### src/rtl/match_timer_ctrl.sv
// Match clock sequencer for time-mode pong: prescaler, remaining-seconds counter,
// IDLE/RUNNING/PAUSED/EXPIRED control and minutes/tens/ones display digits.
module match_timer_ctrl #(
  parameter int unsigned TICKS_PER_SEC = 100000000,
  parameter int unsigned WARN_SECS     = 10
) (
  input  logic       clk_in,
  input  logic       reset,
  input  logic       start,
  input  logic       pause_toggle,
  input  logic       abort,
  input  logic [7:0] max_time,
  output logic [3:0] A,
  output logic [3:0] B,
  output logic [3:0] C,
  output logic       running,
  output logic       paused,
  output logic       game_over,
  output logic       sec_tick,
  output logic       warn
);

  localparam int unsigned PRE_W = (TICKS_PER_SEC > 1) ? $clog2(TICKS_PER_SEC) : 1;
  localparam int unsigned REM_W = 8;
  localparam int unsigned SEC_W = 6;

  localparam logic [PRE_W-1:0] PRE_LAST = PRE_W'(TICKS_PER_SEC - 1);
  localparam logic [REM_W-1:0] WARN_LIM = REM_W'(WARN_SECS);

  typedef enum logic [1:0] {
    S_IDLE    = 2'd0,
    S_RUNNING = 2'd1,
    S_PAUSED  = 2'd2,
    S_EXPIRED = 2'd3
  } state_t;

  state_t             r_state;
  state_t             w_state_nxt;
  logic [REM_W-1:0]   r_remaining;
  logic [REM_W-1:0]   w_remaining_nxt;
  logic [PRE_W-1:0]   r_prescaler;
  logic [PRE_W-1:0]   w_prescaler_nxt;
  logic               r_sec_tick;
  logic               w_sec_tick_nxt;

  logic [REM_W-1:0]   w_disp;
  logic [SEC_W-1:0]   w_disp_sec;

  // State, counters and tick pulse
  always_ff @(posedge clk_in or negedge reset) begin
    if (!reset) begin
      r_state     <= S_IDLE;
      r_remaining <= '0;
      r_prescaler <= '0;
      r_sec_tick  <= 1'b0;
    end else begin
      r_state     <= w_state_nxt;
      r_remaining <= w_remaining_nxt;
      r_prescaler <= w_prescaler_nxt;
      r_sec_tick  <= w_sec_tick_nxt;
    end
  end

  // Next-state: abort beats start beats pause_toggle
  always_comb begin
    w_state_nxt     = r_state;
    w_remaining_nxt = r_remaining;
    w_prescaler_nxt = r_prescaler;
    w_sec_tick_nxt  = 1'b0;

    if (abort) begin
      w_state_nxt     = S_IDLE;
      w_remaining_nxt = '0;
      w_prescaler_nxt = '0;
    end else if (start) begin
      w_remaining_nxt = max_time;
      w_prescaler_nxt = '0;
      w_state_nxt     = (max_time != '0) ? S_RUNNING : S_EXPIRED;
    end else begin
      case (r_state)
        S_RUNNING: begin
          if (r_prescaler == PRE_LAST) begin
            // Wrap: the decrement always lands, even if a pause arrives this cycle
            w_prescaler_nxt = '0;
            w_remaining_nxt = r_remaining - REM_W'(1);
            w_sec_tick_nxt  = 1'b1;
            if (r_remaining <= REM_W'(1)) begin
              w_remaining_nxt = '0;
              w_state_nxt     = S_EXPIRED;
            end
          end else begin
            w_prescaler_nxt = r_prescaler + PRE_W'(1);
          end
          if (pause_toggle && (w_state_nxt == S_RUNNING)) begin
            w_state_nxt = S_PAUSED;
          end
        end
        S_PAUSED: begin
          if (pause_toggle) begin
            w_state_nxt = S_RUNNING;
          end
        end
        S_IDLE:    w_state_nxt = S_IDLE;
        S_EXPIRED: w_state_nxt = S_EXPIRED;
        default:   w_state_nxt = S_IDLE;
      endcase
    end
  end

  // Status decode straight from the state register
  assign running   = (r_state == S_RUNNING);
  assign paused    = (r_state == S_PAUSED);
  assign game_over = (r_state == S_EXPIRED);
  assign sec_tick  = r_sec_tick;
  assign warn      = (running || paused) && (r_remaining != '0) && (r_remaining <= WARN_LIM);

  // IDLE previews the configured length; other states show the live count
  assign w_disp     = (r_state == S_IDLE) ? max_time : r_remaining;
  assign w_disp_sec = SEC_W'(w_disp % REM_W'(60));
  assign A          = 4'(w_disp / REM_W'(60));
  assign B          = 4'(w_disp_sec / SEC_W'(10));
  assign C          = 4'(w_disp_sec % SEC_W'(10));

endmodule
### config.mk
export PLATFORM = sky130hd
export DESIGN_NAME = match_timer_ctrl
export DESIGN_NICKNAME = d
export VERILOG_FILES = /design/src/rtl/match_timer_ctrl.sv
export SDC_FILE = /design/constraint.sdc
export NUM_CORES = 1
export LEC_CHECK = 0
export ABC_AREA = 1
export CAP_MARGIN = 20
export CELL_PAD_IN_SITES_DETAIL_PLACEMENT = 0
export CELL_PAD_IN_SITES_GLOBAL_PLACEMENT = 2
export CORE_ASPECT_RATIO = 0.6
export CORE_MARGIN = 4
export CORE_UTILIZATION = 35
export DETAILED_ROUTE_END_ITERATION = 8
export PLACE_DENSITY = 0.86
export SYNTH_ARGS = -nofsm -noshare
export SYNTH_HDL_FRONTEND = slang
export SYNTH_SLANG_ARGS = --single-unit
### constraint.sdc
create_clock -name clk_in -period 8.5 [get_ports clk_in]
set_input_delay 1.7 -clock clk_in [delete_from_list [all_inputs] [get_ports clk_in]]
set_output_delay 1.7 -clock clk_in [all_outputs]
set_load 0.1 [all_outputs]
==> results of run 1 <==
## metal layers
metal	up-vias	share of wire [%]	global-route usage [%]
li1	1558	-	-
met1	1363	58	30.7
met2	93	34	21.5
met3	4	7.1	4.01
met4	0	0.60	3.11
met5	-	0	0
## worst paths after layout
kind / startpoint / endpoint / slack (ps) / depth (start not counted)
worst max-delay path: max_time[6] / B[0] / 1130 / 21
worst min-delay path: r_prescaler[7]$_DFFE_PN0P_ / r_prescaler[7]$_DFFE_PN0P_ / 530 / 2
worst max register to register: r_state[1]$_DFFE_PN0P_ / r_prescaler[25]$_DFFE_PN0P_ / 5550 / 13
worst min register to register: r_prescaler[7]$_DFFE_PN0P_ / r_prescaler[7]$_DFFE_PN0P_ / 530 / 2
max in group asynchronous: reset / r_remaining[4]$_DFFE_PN0P_ / 6390 / 1
min in group asynchronous: reset / r_prescaler[9]$_DFFE_PN0P_ / 1540 / 1
## cells by family after synthesis
family	share of synthesized area [%]
buffers and inverters	11.2
AOI/OAI and AO/OA	15.4
and+or+nand+nor	35.8
DFF	30.6
xor gates and xnor gates	2.82
other	0.121
adders and majority gates	4.03
## worst register-to-register path: stages, from the launching register on
cell and delay, ps:
dfrtp_1 430, inv_1 130, ha_1 320, nor2_1 220, nor2_1 200, inv_1 60, nor2_1 200, nand2_1 150
nor2_1 210, nand4_1 250, nor3_1 290, inv_1 110, nor4_1 190, nor3_1 80
## metrics by stage
step | setup WS [ps] | utilization [%] | instance area, um2
floorplan | 926 | - | 3110
global placement | 1210 | 40.4 | 3460
detailed placement | 1160 | 40.4 | 3460
CTS | 1140 | 42.0 | 3590
global route | 811 | 42.0 | 3590
finish | 1130 | 42.0 | 3590
## area by class of cell
cell class,instances,area [um2]
Multi-Input combinational cell,333,1810
Clock buffer,7,133
Fill cell,894,4960
Timing Repair Buffer,28,265
Tap cell,112,140
Inverter,79,297
Sequential cell,38,951
## state kept, by name, indices dropped and copies added, names as in the netlist
signal	flops
r_prescaler	27
r_remaining	8
r_state	2
sec_tick	1
## power groups by stage
stage,clock [mW],combinational [mW],sequential [mW]
3_5_place_dp,0,0.588,0.204
4_1_cts,0.184,0.590,0.201
2_1_floorplan,0,0.472,0.201
6_report,0.181,0.591,0.201
3_3_place_gp,0,0.590,0.204
5_1_grt,0.193,0.636,0.203
## placed cells by master (no fill, tap or decap), drive strengths merged, types with 2 or more instances in the layout
master         instances
conb                   2
nand2                114
nand3                 29
buf                    5
inv                   78
xnor2                  3
o31ai                  2
a32oi                  2
a21oi                 20
o22ai                 11
ha                    10
nor2                  55
nand4                 12
xor2                   7
a22oi                  2
nor4                   9
a21o                   2
dfrtp                 38
clkbuf                 7
or2                    2
o21ai                 20
a31oi                  4
a32o                   2
nor3                  13
clkdlybuf4s50         23
==> summary.txt, run 1 <==
Synth
  – EDFF count, synth: 0
  – Synthesized flop and latch total: 38
  – Post-synthesis sequential area ratio: 30.6%
  – Most used DFF post-synth: dfrtp_1
  – Top cell type's share of synthesized area: 30.6%
  – Cell variety after synth: 48
  – Top cells by count, synth: 95 x nand2_1, 73 x inv_1, 51 x nor2_1
  – Mapped cell area: 3100 um2
  – Yosys warnings: 0
  – Mapped Cells: 457
  – Mean Syn Cell Area: 6.79 um2
  – Async SR Flop Fraction: 100%
  – Largest cells by area after synthesis: dfrtp_1 31%, nand2_1 11%, inv_1 8.8%, nor2_1 6.2%, ha_1 4.0%
  – Largest area contributor in the netlist: dfrtp_1
  – Most frequent cell after synthesis: nand2_1

CTS
  – CTS tree: built
  – Post-CTS Resized: 0
  – Clock-pin slew on the worst setup and hold paths: 60 ps
  – Post-CTS Setup Bufs: 0
  – H-tree levels: 2
  – Clk buf depth: 2
  – Clock buffer count from CTS: 5
  – Clock Latency Late Sink: 280 ps
  – Clk sinks: 38
  – CTS Hold Bufs: 0
  – Clock Tree Root: clkbuf_16

Cells and area
  – Share of layout cells above drive strength 1: 10.1%
  – Final net count: 508
  – Synthesis-to-finish area growth: 15.8%
  – Finished Layout Cells: 597
  – Antenna Cells: 0

Critical path
  – Max incr delay on CP: 1140 ps
  – CP dominant cell by count: nand2_2
  – Req. time, crit path: 6800 ps
  – Critical path endpoint category: output pin
  – Cell-by-cell trace of the critical path: clkdlybuf4s50_1 > inv_1 > nand2_2 > nand2_1 > nor2_1 > nand2_2 > nand3_1 > nand2_1 > inv_1 > ha_1 > nand3_2 > o21ai_4 > nand2_1 > nand2_2 > nand3_4 > nand2_2 > nor2_1 > o21ai_0 > inv_2 > nand2_2 > clkdlybuf4s50_1
  – Slowest stage cell, crit path: clkdlybuf4s50_1
  – Buf/Inv on CP: 5
  – Startpoint type of the worst setup path: primary input
  – Crit Path Max Fanout: 7
  – Delay-heaviest family, CP: buffers and inverters
  – Crit path DAT: 5670 ps
  – CP Class: primary input to output pin

Floorplanning
  – Die ar.: 10500 um2
  – Placeable Area: 8560 um2
  – Top-level port count: 30
  – FP Rows: 26
  – DIE HEIGHT: 80.9 um
  – Die X: 130 um
  – Initial Utilization: 36.3%

Route
  – Iteration-0 DRC Markers: 299
  – DRT Wirelength: 8800 um
  – Vias per cell: 5.06
  – Post-DRT Antenna Nets: 0
  – Routed via count: 3018
  – DRT Pass-1 Iters: 4
  – WL/cell: 14.7 um
  – Number of remaining DRC errors: 0

Timing
  – Slew @ Worst Pin: 974 ps
  – RSZ-0062 raised after global routing: no
  – Setup violators final: 0
  – Hold WS: 525 ps
  – Max Fclk: 0.136 GHz
  – Skew final: 3.98 ps
  – Setup_tns: 0 ps
  – Max-slew violations: 0
  – Post-layout min period: 7370 ps
  – Final Hold Fails: 0
  – Final Cycle Share: 86.7%
  – Max_slew headroom: 34.9%

Power
  – P_sw: 0.532 mW
  – Sw Share: 54.7%
  – Combinational Power Share: 60.8%
  – Total power: 0.973 mW
  – Sequential Power Share: 20.7%
  – Power density over the cells: 271 nW/um2
  – Worst VDD drop: 0.000343 V
  – Clock Power Share: 18.6%
  – Leakage power figure: 1.63 nW
  – Internal: 0.441 mW

Global routing
  – Initial antenna violation count: 0
  – GRT Residual Overflow: 0
  – Gr usage total: 17.9%
  – Largest net degree at the start of global routing: 39
  – Vias in the first global route: 2793
  – First-pass GRT wire length: 14600 um

Job
  – Maxcap violations: 0

Placement
  – Placer Congestion: 0.866
  – DP Cell Count: 590
  – Detailed Place HPWL: 6990 um
  – IO buf count: 27

Min path
  – Hold Crit Class: flop to flop

Outcome
  – Status: completed
Power figures use the tool's default switching activity.
==> run 2, diff against run 1 <==
Settings changed: CORE_UTILIZATION 35 to 32, PLACE_DENSITY 0.86 to 0.8.
Clock period 8.5 ns to 8.1 ns, I/O delays scaled along.
==> summary.txt, run 2 (same netlist as run 1, synthesis figures left out) <==
Outcome
  – Status: completed

Route
  – DRT Pass-1 Iters: 4 (unchanged)
  – WL/cell: 14.8 um (about the same)
  – Vias per cell: 4.88 (-3.5%)
  – Post-DRT Antenna Nets: 0 (unchanged)
  – Routed via count: 3005 (-0.43%)
  – DRT Wirelength: 9090 um (+3.3%)
  – Number of remaining DRC errors: 0 (unchanged)
  – Iteration-0 DRC Markers: 205 (-31%)

Timing
  – Slew @ Worst Pin: 978 ps (+4.14 ps)
  – Max_slew headroom: 34.6% (-0.28 points)
  – Worst setup margin: 1200 ps (+72.7 ps)
  – Setup violators final: 0 (unchanged)
  – Max-slew violations: 0 (unchanged)
  – Max Fclk: 0.145 GHz
  – RSZ-0062 raised after global routing: no
  – Post-layout min period: 6900 ps
  – Final Hold Fails: 0 (unchanged)
  – Final Cycle Share: 85.1%
  – Setup_tns: 0 ps (unchanged)
  – Skew final: 8.62 ps (+4.64 ps)

CTS
  – H-tree levels: 2 (unchanged)
  – Post-CTS Resized: 0 (unchanged)
  – CTS tree: built
  – Clk sinks: 38 (unchanged)
  – CTS Hold Bufs: 0 (unchanged)
  – Clock Latency Late Sink: 280 ps (about the same)
  – Clk buf depth: 2 (unchanged)
  – Clock-pin slew on the worst setup and hold paths: 60 ps (about the same)
  – Clock buffer count from CTS: 5 (unchanged)
  – Post-CTS Setup Bufs: 0 (unchanged)
  – Clock Tree Root: clkbuf_16

Global routing
  – First-pass GRT wire length: 15000 um (+2.5%)
  – Largest net degree at the start of global routing: 39 (unchanged)
  – GRT Residual Overflow: 0 (unchanged)
  – Vias in the first global route: 2800 (+0.25%)
  – Initial antenna violation count: 0 (unchanged)
  – Gr usage total: 16.3% (-1.6 points)

Cells and area
  – Final Cell Area: 3630 um2 (+1.1%)
  – Commonest non-fill, non-tap cell in the layout: nand2_1
  – FF/Latch Area: 951 um2 (unchanged)
  – Fillcell total: 993 (+11%)
  – Most frequent cells in the layout: 95 x nand2_1, 73 x inv_1, 51 x nor2_1
  – Max reg flops: 27 (unchanged)
  – Largest Register: r_prescaler
  – Synthesis-to-finish area growth: 17.0%
  – Post-layout util: 38.9% (-3.0 points)
  – Share of layout cells above drive strength 1: 10.9% (+0.80 points)
  – Finished Layout Cells: 616 (+3.2%)
  – Biggest regs: r_prescaler: 27 flops, r_remaining: 8 flops, r_state: 2 flops
  – Final net count: 508 (unchanged)
  – Area taken by multi-input logic gates: 1810 um2 (unchanged)
  – Antenna Cells: 0 (unchanged)

Critical path
  – Max incr delay on CP: 1130 ps (about the same)
  – R2r setup slk: 5170 ps (-380 ps)
  – Critical Path Start: max_time[4]
  – Worst r2r src: r_state[1]$_DFFE_PN0P_
  – CP Class: primary input to output pin
  – Crit path DAT: 5280 ps (-390 ps)
  – Startpoint type of the worst setup path: primary input
  – Critical path endpoint category: output pin
  – Cell-by-cell trace of the critical path: clkdlybuf4s50_1 > inv_1 > nand2_1 > nand2_2 > nor2_4 > nand2_1 > nand2_2 > nand3_1 > nand2_1 > inv_1 > ha_1 > nand3_2 > o21ai_4 > nand2_2 > nand2_4 > nand3_1 > nand2_1 > inv_1 > nand2_1 > clkdlybuf4s50_1
  – CP dominant cell by count: nand2_1
  – Slowest stage cell, crit path: clkdlybuf4s50_1
  – Crit Path Max Fanout: 7 (unchanged)
  – Req. time, crit path: 6480 ps (-320 ps)

Placement
  – DP Cell Count: 608 (+3.1%)
  – Detailed Place HPWL: 7270 um (+4.0%)
  – Cell Area, Placed: 3480 um2 (+0.58%)
  – Placer Congestion: 0.822 (-5.1%)
  – Setup WS pre-CTS: 1240 ps (+79.9 ps)
  – IO buf count: 27 (unchanged)

Floorplanning
  – Die ar.: 11400 um2 (+8.6%)
  – Top-level port count: 30 (unchanged)
  – FP Rows: 27 (+3.8%)
  – Initial Utilization: 33.3% (-3.0 points)
  – DIE HEIGHT: 84.3 um (+4.1%)
  – Die X: 135 um (+4.3%)
  – Placeable Area: 9320 um2 (+9.0%)

Job
  – Maxcap violations: 0 (unchanged)

Power
  – Leakage power figure: 1.64 nW (+0.62%)
  – Clock Power Share: 19.7% (+1.1 points)
  – Worst VDD drop: 0.000258 V (-25%)
  – Combinational Power Share: 59.9% (-0.9 points)
  – P_sw: 0.564 mW (+6.0%)
  – Sw Share: 54.5% (-0.15 points)
  – Power density over the cells: 285 nW/um2 (+5.1%)
  – Internal: 0.470 mW (+6.6%)
  – Sequential Power Share: 20.4% (-0.3 points)

Min path
  – HP Start: r_prescaler[7]$_DFFE_PN0P_
  – Hold Crit Class: flop to flop
run 2: changes by cell type in the layout (fill, tap and decap cells not counted):
cell	before	now
clkinv_2	0	1
buf_4	4	5
clkbuf_1	2	0
clkbuf_8	0	1
clkdlybuf4s50_1	23	22
clkinvlp_4	0	1
run 2: cell type report:
class	instances	share of cell area [%]
flip-flops and latches	38	26.2
clock inverters	2	0.345
inverters	79	8.17
well taps	130	4.48
repair buffers	28	7.24
multi-input cells	333	49.8
clock buffers	6	3.82
run 2: per-layer routing:
layer | wire length (um) | GRT usage (%)
met2 | 3010 | 18.5
met4 | 26 | 1.37
met5 | 0 | 0
met1 | 5620 | 29.7
met3 | 429 | 3.35
run 2: final timing paths:
| check | depth (start not counted) | endpoint |
|---|---|---|
| max | 20 | B[1] |
| min | 2 | r_prescaler[7]$_DFFE_PN0P_ |
| max reg2reg | 13 | r_prescaler[25]$_DFFE_PN0P_ |
| min reg2reg | 2 | r_prescaler[7]$_DFFE_PN0P_ |
| max in group asynchronous | 1 | r_remaining[1]$_DFFE_PN0P_ |
| min in group asynchronous | 1 | r_prescaler[9]$_DFFE_PN0P_ |
run 2: worst max-delay path, delay by kind of cell:
family	cells	cell delay, ps
AO/OA/AOI/OAI	1	270
adder cells (fa/ha/maj)	1	210
buffers and inverters	5	1820
AND/OR/NAND/NOR	13	1370
run 2: stage by stage:
stage	hold slack (ps)	total power, mW
after floorplan	477	0.706
after global placement	496	0.835
after detailed placement	514	0.833
after CTS	529	1.04
after global routing	563	1.09
final	520	1.03
run 2: power by group through the flow:
stage / Clock (mW) / Combinational [mW] / Sequential [mW]
final: 0.203 / 0.619 / 0.211
after global routing: 0.216 / 0.665 / 0.213
after global placement: 0 / 0.621 / 0.214
after detailed placement: 0 / 0.619 / 0.214
after floorplan: 0 / 0.495 / 0.211
after CTS: 0.208 / 0.620 / 0.211
